### src/rtl/wall_clock_pkg.sv
// Shared types and limits for the wall clock: mode encoding, BCD rollover
// points, and the BCD increment helper used by both the run and set paths.
package wall_clock_pkg;

  localparam logic [1:0] MODE_RUN     = 2'd0;
  localparam logic [1:0] MODE_SET_HR  = 2'd1;
  localparam logic [1:0] MODE_SET_MIN = 2'd2;

  typedef enum logic [1:0] {
    RUN     = MODE_RUN,
    SET_HR  = MODE_SET_HR,
    SET_MIN = MODE_SET_MIN
  } mode_e;

  localparam logic [7:0] HR_MAX_BCD  = 8'h23;
  localparam logic [7:0] MIN_MAX_BCD = 8'h59;
  localparam logic [5:0] SEC_MAX     = 6'd59;

  // Returns {wrapped, next_bcd}; wraps to 00 once the two-digit limit is reached.
  function automatic logic [8:0] bcd_inc(input logic [7:0] v, input logic [7:0] lim);
    logic [8:0] r;
    if (v == lim)
      r = 9'h100;
    else if (v[3:0] == 4'd9)
      r = {1'b0, v[7:4] + 4'd1, 4'd0};
    else
      r = {1'b0, v[7:4], v[3:0] + 4'd1};
    return r;
  endfunction

endpackage

### src/rtl/btn_debounce.sv
// Raw push-button conditioner: 2-flop synchronizer, level debouncer, and a
// registered one-cycle pulse on each accepted rising level.
module btn_debounce #(
  parameter int unsigned DEBOUNCE_CYCLES = 1_000_000
) (
  input  logic clk,
  input  logic rst_n,
  input  logic btn_in,
  output logic press
);

  localparam int unsigned CW = $clog2(DEBOUNCE_CYCLES + 1);

  logic          sync1_q, sync2_q;
  logic          level_q, level_d;
  logic          press_q, press_d;
  logic [CW-1:0] cnt_q, cnt_d;

  always_ff @(posedge clk or negedge rst_n) begin
    if (!rst_n) begin
      sync1_q <= 1'b0;
      sync2_q <= 1'b0;
      level_q <= 1'b0;
      press_q <= 1'b0;
      cnt_q   <= '0;
    end else begin
      sync1_q <= btn_in;
      sync2_q <= sync1_q;
      level_q <= level_d;
      press_q <= press_d;
      cnt_q   <= cnt_d;
    end
  end

  // cnt_q counts consecutive samples differing from the accepted level.
  always_comb begin
    level_d = level_q;
    press_d = 1'b0;
    cnt_d   = '0;
    if (sync2_q != level_q) begin
      if (cnt_q == CW'(DEBOUNCE_CYCLES - 1)) begin
        level_d = sync2_q;
        press_d = sync2_q;
      end else begin
        cnt_d = cnt_q + 1'b1;
      end
    end
  end

  assign press = press_q;

endmodule

### src/rtl/wall_clock_ctrl.sv
// 24-hour BCD wall clock with a two-button set interface (mode, increment)
// and a blink strobe for the field being edited.
module wall_clock_ctrl
  import wall_clock_pkg::*;
#(
  parameter int unsigned CLK_HZ          = 100_000_000,
  parameter int unsigned DEBOUNCE_CYCLES = 1_000_000,
  parameter int unsigned BLINK_CYCLES    = 25_000_000
) (
  input  logic       CLK100MHZ,
  input  logic       RESET_N,
  input  logic [2:0] button,
  output logic [3:0] hr_tens,
  output logic [3:0] hr_units,
  output logic [3:0] min_tens,
  output logic [3:0] min_units,
  output logic [5:0] sec,
  output logic [1:0] mode,
  output logic       blink,
  output logic [5:0] LED
);

  localparam int unsigned PW = $clog2(CLK_HZ + 1);
  localparam int unsigned BW = $clog2(BLINK_CYCLES + 1);

  mode_e         mode_q, mode_d;
  logic          mode_press, inc_press, tick;
  logic [PW-1:0] presc_q, presc_d;
  logic [5:0]    sec_q, sec_d;
  logic [7:0]    hr_q, hr_d, min_q, min_d;
  logic [8:0]    hr_inc, min_inc;
  logic [BW-1:0] blink_cnt_q, blink_cnt_d;
  logic          blink_q, blink_d;
  logic          unused_btn;

  assign unused_btn = button[2];

  btn_debounce #(.DEBOUNCE_CYCLES(DEBOUNCE_CYCLES)) u_btn_mode (
    .clk(CLK100MHZ), .rst_n(RESET_N), .btn_in(button[0]), .press(mode_press)
  );

  btn_debounce #(.DEBOUNCE_CYCLES(DEBOUNCE_CYCLES)) u_btn_inc (
    .clk(CLK100MHZ), .rst_n(RESET_N), .btn_in(button[1]), .press(inc_press)
  );

  always_ff @(posedge CLK100MHZ or negedge RESET_N) begin
    if (!RESET_N) mode_q <= RUN;
    else          mode_q <= mode_d;
  end

  always_comb begin
    mode_d = mode_q;
    if (mode_press) begin
      case (mode_q)
        RUN:     mode_d = SET_HR;
        SET_HR:  mode_d = SET_MIN;
        default: mode_d = RUN;
      endcase
    end
  end

  always_ff @(posedge CLK100MHZ or negedge RESET_N) begin
    if (!RESET_N) begin
      presc_q     <= '0;
      sec_q       <= '0;
      hr_q        <= '0;
      min_q       <= '0;
      blink_cnt_q <= '0;
      blink_q     <= 1'b0;
    end else begin
      presc_q     <= presc_d;
      sec_q       <= sec_d;
      hr_q        <= hr_d;
      min_q       <= min_d;
      blink_cnt_q <= blink_cnt_d;
      blink_q     <= blink_d;
    end
  end

  // A mode press wins over a same-cycle increment press.
  always_comb begin
    hr_inc  = bcd_inc(hr_q, HR_MAX_BCD);
    min_inc = bcd_inc(min_q, MIN_MAX_BCD);
    tick    = (mode_q == RUN) && (presc_q == PW'(CLK_HZ - 1));
    presc_d = '0;
    sec_d   = sec_q;
    hr_d    = hr_q;
    min_d   = min_q;
    case (mode_q)
      RUN: begin
        if (tick) begin
          if (sec_q == SEC_MAX) begin
            sec_d = '0;
            min_d = min_inc[7:0];
            if (min_inc[8]) hr_d = hr_inc[7:0];
          end else begin
            sec_d = sec_q + 6'd1;
          end
        end else begin
          presc_d = presc_q + 1'b1;
        end
      end
      SET_HR: begin
        if (inc_press && !mode_press) hr_d = hr_inc[7:0];
      end
      default: begin
        if (inc_press && !mode_press) min_d = min_inc[7:0];
        if (mode_press) sec_d = '0;
      end
    endcase
  end

  always_comb begin
    blink_cnt_d = '0;
    blink_d     = 1'b0;
    if (mode_q != RUN && mode_d == mode_q) begin
      if (blink_cnt_q == BW'(BLINK_CYCLES - 1)) begin
        blink_d = ~blink_q;
      end else begin
        blink_cnt_d = blink_cnt_q + 1'b1;
        blink_d     = blink_q;
      end
    end
  end

  always_comb begin
    mode      = mode_q;
    hr_tens   = hr_q[7:4];
    hr_units  = hr_q[3:0];
    min_tens  = min_q[7:4];
    min_units = min_q[3:0];
    sec       = sec_q;
    LED       = sec_q;
    blink     = blink_q;
  end

endmodule

### config.mk
export PLATFORM = sky130hd
export DESIGN_NAME = wall_clock_ctrl
export DESIGN_NICKNAME = d
export VERILOG_FILES = /design/src/rtl/wall_clock_pkg.sv /design/src/rtl/btn_debounce.sv /design/src/rtl/wall_clock_ctrl.sv
export SDC_FILE = /design/constraint.sdc
export NUM_CORES = 1
export LEC_CHECK = 0
export CORE_MARGIN = 8
export CORE_UTILIZATION = 49
export DETAILED_ROUTE_END_ITERATION = 6
export PLACE_DENSITY = 0.77
export SLEW_MARGIN = 0
export SYNTH_ARGS = -nofsm -noshare
export SYNTH_HDL_FRONTEND = slang
export SYNTH_SLANG_ARGS = --single-unit
### constraint.sdc
create_clock -name CLK100MHZ -period 4.8 [get_ports CLK100MHZ]
set_input_delay 0.96 -clock CLK100MHZ [delete_from_list [all_inputs] [get_ports CLK100MHZ]]
set_output_delay 0.96 -clock CLK100MHZ [all_outputs]
set_load 0.03 [all_outputs]
# Word-level counts from Yosys, hierarchy flattened
# Cells that the tools add are included.
[word_totals]
word_cells = 93
output_inout_bits = 31
ff_bits = 125
[op_classes]
mux = 33
eq_ne = 18
add_sub_neg = 9
bitwise_logic = 2
reduce_logical = 14
[ops]
columns = ["op", "count"]
rows = [
  ["2-to-1 mux 20 bit", 4],
  ["2-to-1 mux 8 bit", 10],
  ["2-to-1 mux 27 bit", 2],
  ["2-to-1 mux 25 bit", 2],
  ["adder 20 x 1 -> 20 bit, second input constant", 2],
  ["equality test 20 bit, second input constant", 2],
  ["one-hot mux 8 bit (2 select lines)", 2],
  ["adder 27 x 1 -> 27 bit, second input constant", 1],
  ["equality test 27 bit, second input constant", 1],
  ["adder 25 x 1 -> 25 bit, second input constant", 1],
  ["equality test 25 bit, second input constant", 1],
  ["2-to-1 mux 6 bit", 3],
  ["adder 4 x 1 -> 4 bit, second input constant", 4],
  ["one-hot mux 6 bit (2 select lines)", 1],
  ["2-to-1 mux 9 bit", 1],
  ["equality test 4 bit, second input constant", 2],
  ["equality test 8 x 6 -> 1 bit, second input constant", 1],
  ["equality test 8 x 7 -> 1 bit, second input constant", 1],
  ["nonzero test 2 bit", 4],
  ["adder 6 x 1 -> 6 bit, second input constant", 1],
  ["equality test 6 bit, second input constant", 1],
  ["2-to-1 mux 1 bit", 6],
  ["inequality test 2 bit, second input constant", 3],
  ["AND reduction 5 bit", 1],
  ["13 further kinds", 19],
]

# Longest topological paths before layout
# Gate-level depths: netlist of run 1.
[logic_depth]
word_depth = 7
ltp_mapped = 8
ltp_nobuf = 7

# Cells and area by module
# From an unflattened synthesis of run 1, not the netlist that was laid out.
[hier_totals]
cells_unflattened = 642
hier_area_um2 = 6461.2
[modules_own_cells]
columns = ["module", "n_inst", "seq_area_each_um2", "area_each_um2", "cells_per_inst"]
rows = [
  ["wall_clock_ctrl", 1, 1926.8, 4091.4, 428],
  ["btn_debounce", 2, 600.6, 1184.9, 107],
]

# Worst setup path before layout of run 1
# OpenSTA, ideal clock, no wires.
[synth_path]
path_type = "register to register"
start = "register min_q[0]"
end = "register hr_q[0]"
path_buffers = 1
stages_incl_launch_ff = 8
arrival_ns = 2.052
path_slack_ns = 2.623
path_cell_list = "dfrtp_1 > ha_1 > and3b_1 > buf_6 > a31oi_4 > or2_4 > or3_4 > mux2_4"
[synth_between]
elab_chain_len = 4
[synth_lines]
columns = ["element", "line_no", "text"]
rows = [
  ["start: declaration", "wall_clock_ctrl.sv:30", "logic [7:0] hr_q, hr_d, min_q, min_d;"],
  ["start signal: assignment", "wall_clock_ctrl.sv:74", "min_q <= min_d;"],
  ["equality test 8 x 7 -> 1 bit", "wall_clock_pkg.sv:22", "if (v == lim)"],
  ["2-to-1 mux 9 bit", "wall_clock_pkg.sv:22", ""],
  ["inequality test 2 bit (no source line)", "-", ""],
  ["AND reduction 5 bit (no source line)", "-", ""],
  ["end signal: assignment", "wall_clock_ctrl.sv:73", "hr_q <= hr_d;"],
  ["end: declaration", "wall_clock_ctrl.sv:30", ""],
]
# Every way passes these cells.
# A chain may end at the register's enable or synchronous reset.

# Worst setup path after layout of run 1
[layout_path]
start = "register mode_q[0] (netlist: mode[0])"
end = "output port mode[0]"
[layout_lines]
columns = ["element", "line_no", "text"]
rows = [
  ["start: declaration", "wall_clock_ctrl.sv:26", "mode_e mode_q, mode_d;"],
  ["start signal: assignment", "wall_clock_ctrl.sv:48", "else mode_q <= mode_d;"],
  ["end: declaration", "wall_clock_ctrl.sv:18", "output logic [1:0] mode,"],
]
# No word-level cell between the ends.

==> results of run 1 <==
==> synthesized netlist by cell type, types with 2 or more instances <==
master    count  area share
and3_1       13       0.013
xor2_1       46       0.064
nor2b_1       2      0.0020
o21ai_0      12      0.0095
or2_1         2      0.0020
a21oi_1       3      0.0024
mux2_2        2      0.0036
o21ai_1       4      0.0032
nor3_1       14       0.011
nor4_1       10      0.0099
and4_1       12       0.017
o31ai_1       6      0.0071
or3_1         5      0.0049
inv_1        14      0.0083
mux2_1        5      0.0089
nand2_1      41       0.024
and4_4        2      0.0036
and3b_1       3      0.0042
dfrtp_1     125        0.49
nor4_2        2      0.0040
nor2_1      116       0.069
nor4b_1       4      0.0055
nand4_1      24       0.024
buf_4         8      0.0095
mux2_4        3      0.0071
buf_2         6      0.0047
clkbuf_1      6      0.0036
o211ai_1      3      0.0036
nand3b_1      3      0.0036
ha_1         13       0.026
and2_1        7      0.0069
xnor2_1      42       0.058
nor3_2        3      0.0047
nand3_1      41       0.032
==> power breakdown <==
| group | total [mW] | internal, mW | switching, mW | leakage (nW) |
|---|---|---|---|---|
| Clock | 1.40 | 0.921 | 0.475 | 0.298 |
| Sequential | 1.07 | 1.06 | 0.00499 | 1.72 |
| Combinational | 0.0361 | 0.00776 | 0.0284 | 1.07 |
==> layout make-up <==
class / instances / area (um^2) / area share
clock buffer: 18 / 429.2 / 0.05797
clock inverter: 14 / 219.0 / 0.02958
inverter: 15 / 70.07 / 0.009464
multi-input combinational: 466 / 2982 / 0.4027
sequential: 125 / 3128 / 0.4225
tap: 172 / 215.2 / 0.02907
timing repair buffer: 37 / 360.3 / 0.04867
==> layout by cell type, fill, tap and decap left out, types with 2 or more instances in the layout <==
cell and instances:
buf_4 4, nand3b_1 3, nor4_2 2, nor3_1 14, mux2_2 2, and3_1 13, o31ai_1 6, o21ai_1 4
o21ai_0 12, nor2b_1 2, xnor2_1 42, bufinv_16 5, and2_1 7, mux2_4 3, nand4_1 24, nor4_1 10
or2_1 2, dfrtp_1 125, xor2_1 46, a21oi_1 3, ha_1 13, clkinv_4 3, nor2_1 116, inv_1 14
and4_1 12, o211ai_1 3, clkinvlp_4 5, clkdlybuf4s50_1 33, and3b_1 3, or3_1 5, and4_4 2, clkbuf_16 17
nor4b_1 4, nand2_1 41, nor3_2 3, nand3_1 41, mux2_1 5
==> flip-flops by register name, summed over array words and instances, names as in the netlist, 2 cells and up <==
register and flops:
blink_cnt_q 25, presc_q 27, u_btn_mode.cnt_q 20, LED 6
hr_q 8, min_q 8, u_btn_inc.cnt_q 20, mode 2
==> metrics by stage <==
step / cells / setup WS (ns)
after floorplan: 629 / 2.623
after global placement: 815 / 2.431
after detailed placement: 815 / 2.421
after CTS: 847 / 1.972
after global routing: 847 / 1.933
final: 847 / 2.009
==> how the worst max path moves through the flow <==
stage	from	end	slack [ns]	cells past startpoint
3_3_place_gp	mode[0]$_DFF_PN0_	mode[0]	2.43	1
6_report	mode[0]$_DFF_PN0_	mode[0]	2.01	1
4_1_cts	mode[0]$_DFF_PN0_	mode[0]	1.97	1
2_1_floorplan	min_q[0]$_DFFE_PN0P_	hr_q[0]$_DFFE_PN0P_	2.62	7
3_5_place_dp	mode[0]$_DFF_PN0_	mode[0]	2.42	1
5_1_grt	mode[0]$_DFF_PN0_	mode[0]	1.93	1
==> cells by family after synthesis <==
logic type,synth area share
buffers and inverters,0.03364
AND/OR/NAND/NOR,0.2612
XOR/XNOR,0.1219
AO/OA/AOI/OAI,0.04156
adder cells (fa/ha/maj),0.02573
multiplexers,0.02117
flip-flops,0.4948
==> per-layer routing <==
| layer | vias up | wire length (um) | global-route usage | part of all wire |
|---|---|---|---|---|
| met3 | 24 | 620 | 0.03369 | 0.051 |
| met2 | 113 | 5850 | 0.2600 | 0.48 |
| met1 | 2293 | 5509 | 0.1911 | 0.45 |
| li1 | 2234 | - | - | - |
| met5 | - | 0 | 0 | 0 |
| met4 | 0 | 233 | 0.07240 | 0.019 |
==> flow_summary_export.csv, run 1 <==
group,metric,value,unit
critical_path,path_class,"flip-flop to output port",
sta,setup_viol,0,
sta,fmax,358.3,MHz
routing,ant_nets,0,
synthesis,synth_cells,629,
routing,avgRoutedWirePerCell,14.42,um
clock_network,cts_setup_buffers,0,
synthesis,yosysSeqAreaShare,0.4948,
critical_path,worstPathRequired,3.84,ns
routing,vias,4664,
grt,antenna_found_initial,0,
critical_path,r2r_start,"u_btn_inc.cnt_q[0]$_DFF_PN0_",
synthesis,yosysWarnings,0,
sta,fin_setup_tns,0,ns
clock_network,cts_made_buffers,17,
placed_design,postPlaceCellArea,6755,um^2
synthesis,ys.flop_type,"dfrtp_1",
synthesis,ys_types,61,
critical_path,cp_slowest_cell,"clkdlybuf4s50_1",
worst_hold_path,min_to,"u_btn_inc.sync2_q$_DFF_PN0_",
clock_network,cts_root_buf,"clkbuf_16",
critical_path,reg2regPathDepth,6,
sta,rsz0062_at_grt,"no",
sta,finalHoldViolations,0,
placed_design,gp_congestion,0.8080,
worst_hold_path,hp-start,"u_btn_inc.sync1_q$_DFF_PN0_",
routing,drtIter0Drc,278,
synthesis,syn-cell-area,6322,um^2
pwr,power,2.497,mW
clock_network,cts_max_level,4,
worst_hold_path,hp-class,"flip-flop to flip-flop",
grt,grt_max_degree,65,
placed_design,dp_hpwl,8231,um
synthesis,synth-seq-cells,125,
pwr,leakagePower,3.087,nW
sta,period_needed,2.791,ns
clock_network,cts_sinks,125,
critical_path,crit_buf_inv,1,
sta,post-route-period-util,0.5815,
final_layout,drive_gt1_frac,0.08593,
outcome,status,"finished clean",
critical_path,worstPathMaxFanout,11,
sta,relSlewSlack,0.4419,
grt,grt_pass1_vias,4633,
die,fp.dieW,129.6,um
critical_path,reg2reg_slack,2.49,ns
die,core_area,12620,um^2
sta,whs,0.3577,ns
grt,grtUsageTotal,0.1565,
clock_network,postCtsHoldBufs,0,
synthesis,synth_edf_count,0,
die,rows,41,
critical_path,rr_endpoint,"u_btn_inc.cnt_q[16]$_DFF_PN0_",
critical_path,path_cells,"clkdlybuf4s50_1",
final_layout,num_antenna_cells,0,
clock_network,clk_pin_slew,0.05,ns
critical_path,worstPathArrival,1.83,ns
grt,overflow,0,
routing,firstDrtPassIters,4,
final_layout,nNetsFinal,680,
sta,worst_slew_pin_slew,0.8371,ns
critical_path,worstSetupStartpointType,"flip-flop",
pwr,powerDensity,337.3,nW/um^2
die,pin_count,36,
flow_run,drv_cap,0,
critical_path,worst_path_largest_cell_delay,0.79,ns
final_layout,fill_cells,1059,
routing,drc,0,
clock_network,cts_resized,0,
die,die_h,129.6,um
die,die-area,16790,um^2
clock_network,clk_latency,0.42,ns
critical_path,crit_family,"buffers and inverters",
clock_network,clockBufferDepth,2,
die,start_util,0.5010,
worst_hold_path,min_path_cells,0,
final_layout,final_area,7403,um^2
final_layout,area.growth.synth_to_final,17.10,%
pwr,ir_drop,223.9,uV
routing,wl,12210,um
grt,grt_pass1_wl,21270,um
sta,skew,0.005985,ns
synthesis,synthArstFlopShare,1.000,
critical_path,cp-end-kind,"output port",
clock_network,cts_tree,"built",
sta,maxSlewViolCount,0,
synthesis,avgSynthCellArea,10.05,um^2
placed_design,port_buffers,34,
final_layout,final_core_util,0.5867,
synthesis,synth_nets,647,
routing,vias_per_cell,5.506,
No activity file was read; power rests on OpenSTA's default activity.
==> run 2, diff against run 1 <==
--- a/config.mk
+++ b/config.mk
@@ -8,7 +8,7 @@
 export CORE_MARGIN = 8
 export CORE_UTILIZATION = 49
 export DETAILED_ROUTE_END_ITERATION = 6
-export PLACE_DENSITY = 0.77
+export PLACE_DENSITY = 0.79
 export SLEW_MARGIN = 0
 export SYNTH_ARGS = -nofsm -noshare
 export SYNTH_HDL_FRONTEND = slang
==> constraint.sdc (replaced) <==
create_clock -name CLK100MHZ -period 2.3 [get_ports CLK100MHZ]
set_input_delay 0.46 -clock CLK100MHZ [delete_from_list [all_inputs] [get_ports CLK100MHZ]]
set_output_delay 0.46 -clock CLK100MHZ [all_outputs]
set_load 0.03 [all_outputs]
==> run 2 against run 1 <==
Global-route usage fell by 0.33 points. Clock power rose by 99%. Register-to-register slack lost 2.3 ns. Critical path depth unchanged. Final cell count is 1.1% higher. First-iteration DRC count fell by 9.0%. Routed wire length decreased by 0.95%. Largest power group unchanged. Critical path type unchanged. Utilization increased by 0.44 points. Via count decreased by 1.2%. Largest cell class unchanged. Clock skew grew 0.0046 ns. Cell area is 0.74% higher.
==> flow_summary_export.csv, run 2 (same netlist as run 1, synthesis figures left out) <==
group,metric,value,unit
outcome,status,"finished clean",
critical_path,cp-end-kind,"output port",
final_layout,final_common_cell,"dfrtp_1",
critical_path,worstPathArrival,1.73,ns
flow_run,drv_cap,0,
sta,worst_slew_pin_slew,0.6516,ns
clock_network,cts_max_level,4,
final_layout,largest_reg_flops,27,
sta,fmax,457.3,MHz
critical_path,worst_path_largest_cell_delay,0.76,ns
die,core_area,12620,um^2
die,die-area,16790,um^2
critical_path,worstPathRequired,1.84,ns
final_layout,area.growth.synth_to_final,17.97,%
routing,wl,12100,um
grt,grt_max_degree,61,
final_layout,reg.largest.list,"presc_q: 27 flops, blink_cnt_q: 25 flops",
clock_network,postCtsHoldBufs,1,
critical_path,path_cells,"clkdlybuf4s50_1",
pwr,powerDensity,682.1,nW/um^2
critical_path,cp_slowest_cell,"clkdlybuf4s50_1",
final_layout,top_register,"presc_q",
final_layout,final_core_util,0.5910,
sta,rsz0062_at_grt,"no",
clock_network,cts_setup_buffers,0,
placed_design,gp_congestion,0.8110,
die,rows,41,
routing,vias_per_cell,5.383,
critical_path,crit_family,"buffers and inverters",
sta,maxSlewViolCount,0,
grt,grtUsageTotal,0.1532,
die,fp.dieW,129.6,um
final_layout,num_antenna_cells,0,
die,die_h,129.6,um
grt,antenna_found_initial,0,
clock_network,cts_root_buf,"clkbuf_16",
final_layout,nNetsFinal,689,
sta,post-route-period-util,0.9507,
sta,setup_viol,0,
sta,period_needed,2.187,ns
routing,drc,0,
sta,finalHoldViolations,0,
pwr,ir_drop,386.1,uV
routing,avgRoutedWirePerCell,14.13,um
die,pin_count,36,
pwr,power,5.088,mW
clock_network,cts_tree,"built",
sta,relSlewSlack,0.5619,
clock_network,clk_pin_slew,0.06,ns
routing,drtIter0Drc,253,
routing,firstDrtPassIters,5,
clock_network,cts_sinks,125,
critical_path,path_class,"flip-flop to output port",
clock_network,clockBufferDepth,2,
final_layout,fill_cells,1025,
final_layout,final_cell_mix,"dfrtp_1, nor2_1, xor2_1",
pwr,leakagePower,3.128,nW
final_layout,drive_gt1_frac,0.09795,
critical_path,crit_buf_inv,1,
grt,overflow,0,
routing,vias,4608,
grt,grt_pass1_wl,20700,um
grt,grt_pass1_vias,4509,
clock_network,clk_latency,0.42,ns
placed_design,dp_hpwl,8283,um
sta,fin_setup_tns,0,ns
critical_path,worstPathMaxFanout,9,
worst_hold_path,hp-class,"flip-flop to flip-flop",
sta,skew,0.01062,ns
die,start_util,0.5010,
sta,whs,0.3452,ns
critical_path,worstSetupStartpointType,"flip-flop",
placed_design,port_buffers,34,
clock_network,cts_made_buffers,17,
clock_network,cts_resized,0,
routing,ant_nets,0,
[run 2: cell count changes in the layout (fill, tap and decap cells not counted)]
cell	delta
buf_12	+1
bufinv_16	-1
inv_6	+1
clkinv_4	-2
clkbuf_1	-1
clkinv_2	+3
dlygate4sd3_1	+1
buf_4	+7
[run 2: worst paths after layout]
| path | cells after the start | start | endpoint | slack (ns) |
|---|---|---|---|---|
| min in group asynchronous | 2 | RESET_N | blink_cnt_q[3]$_DFF_PN0_ | 0.52 |
| min reg2reg | 0 | u_btn_mode.sync1_q$_DFF_PN0_ | u_btn_mode.sync2_q$_DFF_PN0_ | 0.35 |
| max reg2reg | 6 | presc_q[0]$_DFF_PN0_ | min_q[7]$_DFFE_PN0P_ | 0.19 |
| max | 1 | mode[1]$_DFF_PN0_ | mode[1] | 0.11 |
| max in group asynchronous | 3 | RESET_N | u_btn_inc.cnt_q[13]$_DFF_PN0_ | 0.97 |
| min | 0 | u_btn_mode.sync1_q$_DFF_PN0_ | u_btn_mode.sync2_q$_DFF_PN0_ | 0.35 |
[run 2: layout make-up]
cell class	count	area, um^2	area share
Sequential cell	125	3128	0.4194
Clock inverter	15	195.2	0.02617
Inverter	15	70.07	0.009394
Clock buffer	17	425.4	0.05704
Tap cell	172	215.2	0.02885
Timing Repair Buffer	46	442.9	0.05939
Multi-Input combinational cell	466	2982	0.3998
[run 2: metrics by stage]
| stage | instances | setup slack (ns) | area, um^2 |
|---|---|---|---|
| after floorplan | 629 | 0.1231 | 6322 |
| after global placement | 823 | 0.2422 | 6828 |
| after detailed placement | 823 | 0.2117 | 6828 |
| after CTS | 856 | 0.07209 | 7458 |
| after global routing | 856 | 0.02340 | 7458 |
| final | 856 | 0.1135 | 7458 |
[run 2: per-layer routing]
metal | share of wire | vias up | global-route usage | routed length [um]
li1 | - | 2247 | - | -
met1 | 0.45 | 2236 | 0.1847 | 5438
met2 | 0.48 | 108 | 0.2490 | 5768
met3 | 0.058 | 17 | 0.04684 | 697
met4 | 0.016 | 0 | 0.06626 | 194
met5 | 0 | - | 0 | 0
[run 2: report_power, final]
group | leakage [nW] | internal [mW] | switching [mW]
Sequential | 1.72 | 2.21 | 0.0105
Clock | 0.291 | 1.80 | 0.978
Combinational | 1.12 | 0.0219 | 0.0605
==> run 3, diff against run 2 <==
--- a/config.mk
+++ b/config.mk
@@ -8,7 +8,9 @@
 export CORE_MARGIN = 8
 export CORE_UTILIZATION = 49
 export DETAILED_ROUTE_END_ITERATION = 6
-export PLACE_DENSITY = 0.79
+export DONT_BUFFER_PORTS = 1
+export PLACE_DENSITY = 0.75
+export RECOVER_POWER = 50
 export SLEW_MARGIN = 0
 export SYNTH_ARGS = -nofsm -noshare
 export SYNTH_HDL_FRONTEND = slang
==> run 3 against run 2 <==
Utilization decreased by 1.9 points. Power decreased by 1.5%. Critical endpoint is now min_q[3]$_DFFE_PN0P_. Cell area decreased by 3.2%. Clock power about the same. Hold slack got worse by 0.60 ns. Clock-buffer cell count increased by 1. Critical path depth increased by 5. First-iteration DRC count increased by 9.1%. Sequential share of layout area increased by 1.4 points. The run now ends with negative hold slack left. Non-clock buffer count decreased by 15. Worst setup slack improved by 0.013 ns. Routed wire length increased by 4.2%.
==> flow_summary_export.csv, run 3 (same netlist as run 1, synthesis figures left out) <==
group,metric,value,unit
placed_design,port_buffers,0,
die,die-area,16790,um^2
clock_network,cts_max_level,4,
grt,antenna_found_initial,0,
final_layout,nNetsFinal,674,
critical_path,crit_buf_inv,2,
die,pin_count,36,
clock_network,clk_pin_slew,0.06,ns
final_layout,finalNonFillerCells,840,
outcome,status,"finished, violations left",
sta,whs,-0.2564,ns
flow_run,drv_cap,0,
critical_path,worstSetupStartpointType,"flip-flop",
final_layout,largest_reg_flops,27,
critical_path,path_cells,"clkbuf_1, nor2_4, o21a_1, buf_4, or4b_1, o221ai_1",
final_layout,top_register,"presc_q",
routing,drc,0,
routing,avgRoutedWirePerCell,15.01,um
die,start_util,0.5010,
clock_network,cts_root_buf,"clkbuf_16",
clock_network,cts_sinks,125,
pwr,ir_drop,424.4,uV
placed_design,dp_hpwl,8286,um
routing,wl,12610,um
grt,grtUsageTotal,0.1604,
grt,grt_max_degree,126,
sta,skew,0.005189,ns
clock_network,cts_made_buffers,17,
worst_hold_path,hp-class,"input port to async pin",
placed_design,gp_congestion,0.8002,
final_layout,area.growth.synth_to_final,14.17,%
sta,period_needed,2.173,ns
final_layout,final_common_cell,"dfrtp_1",
die,rows,41,
routing,vias,4649,
final_layout,final_cell_mix,"dfrtp_1, nor2_1, xor2_1",
die,core_area,12620,um^2
final_layout,drive_gt1_frac,0.1183,
clock_network,clk_latency,0.41,ns
grt,overflow,0,
critical_path,cp-end-kind,"flip-flop",
critical_path,worstPathMaxFanout,8,
critical_path,reg2reg_slack,0.13,ns
critical_path,path_class,"flip-flop to flip-flop",
final_layout,num_antenna_cells,0,
critical_path,crit_family,"buffers and inverters",
critical_path,rr_endpoint,"min_q[3]$_DFFE_PN0P_",
sta,rsz0062_at_grt,"no",
sta,setup_viol,0,
clock_network,clockBufferDepth,2,
routing,drtIter0Drc,276,
pwr,leakagePower,3.089,nW
sta,relSlewSlack,0.5463,
routing,firstDrtPassIters,4,
sta,maxSlewViolCount,0,
die,fp.dieW,129.6,um
final_layout,reg.largest.list,"presc_q: 27 flops, blink_cnt_q: 25 flops",
sta,finalHoldViolations,125,
outcome,violations,"negative hold slack",
sta,fmax,460.2,MHz
critical_path,r2r_start,"mode[0]$_DFF_PN0_",
pwr,powerDensity,694.0,nW/um^2
sta,fin_setup_tns,0,ns
grt,grt_pass1_wl,21800,um
grt,grt_pass1_vias,4700,
sta,worst_slew_pin_slew,0.6769,ns
routing,ant_nets,0,
critical_path,cp_slowest_cell,"or4b_1",
critical_path,worstPathArrival,2.49,ns
critical_path,reg2regPathDepth,6,
clock_network,cts_setup_buffers,0,
critical_path,worst_path_largest_cell_delay,0.52,ns
routing,vias_per_cell,5.535,
clock_network,cts_tree,"built",
sta,post-route-period-util,0.9449,
die,die_h,129.6,um
critical_path,worstPathRequired,2.62,ns
placed_design,dp.cells,809,
## run 3: changes by cell type in the layout (fill, tap and decap cells not counted), moves of 2 or more
cell,change
clkinvlp_4,-2
clkdlybuf4s50_1,-33
buf_4,+13
clkinv_2,+2
clkbuf_1,+7
## run 3: metrics by stage
step	cell area (um^2)	setup slack [ns]	power, mW	utilization
floorplan	6322	0.1231	2.286	-
global placement	6628	0.2448	2.290	0.5252
detailed placement	6628	0.1752	2.292	0.5252
CTS	7239	0.1453	5.055	0.5737
global route	7218	0.02585	5.170	0.5720
finish	7218	0.1268	5.010	0.5720
## run 3: final cells by class
class / count / area [um^2]
sequential: 125 / 3128
fill: 1040 / 5401
tap: 172 / 215.2
clock inverter: 13 / 172.7
inverter: 15 / 70.07
timing repair buffer: 31 / 206.4
multi-input combinational: 466 / 2987
clock buffer: 18 / 439.2
## run 3: power breakdown
group	internal (mW)	leakage (nW)	switching, mW
clock network	1.82	0.297	0.936
registers	2.21	1.72	0.0101
logic	0.0121	1.07	0.0184
total	4.04	3.09	0.965
## run 3: timing repair
| action | CTS | global route |
|---|---|---|
| gates resized for setup | 0 | 1 |
| endpoints found under the setup margin | 0 | 1 |
| hold endpoints to repair | 125 | 125 |
## run 3: how the worst max path moves through the flow
stage,depth (start not counted),from,slack [ns],endpoint
2_1_floorplan,7,min_q[0]$_DFFE_PN0P_,0.12,hr_q[0]$_DFFE_PN0P_
3_3_place_gp,6,presc_q[0]$_DFF_PN0_,0.24,min_q[7]$_DFFE_PN0P_
3_5_place_dp,6,presc_q[0]$_DFF_PN0_,0.18,min_q[7]$_DFFE_PN0P_
4_1_cts,6,presc_q[0]$_DFF_PN0_,0.15,min_q[7]$_DFFE_PN0P_
5_1_grt,6,mode[0]$_DFF_PN0_,0.03,min_q[3]$_DFFE_PN0P_
6_report,6,mode[0]$_DFF_PN0_,0.13,min_q[3]$_DFFE_PN0P_
## run 3: routing by layer
metal,share of wire,track usage,up-vias
met4,0.013,0.05738,0
met5,0,0,-
met1,0.43,0.1886,2310
met2,0.49,0.2662,106
li1,-,-,2218
met3,0.062,0.05670,15
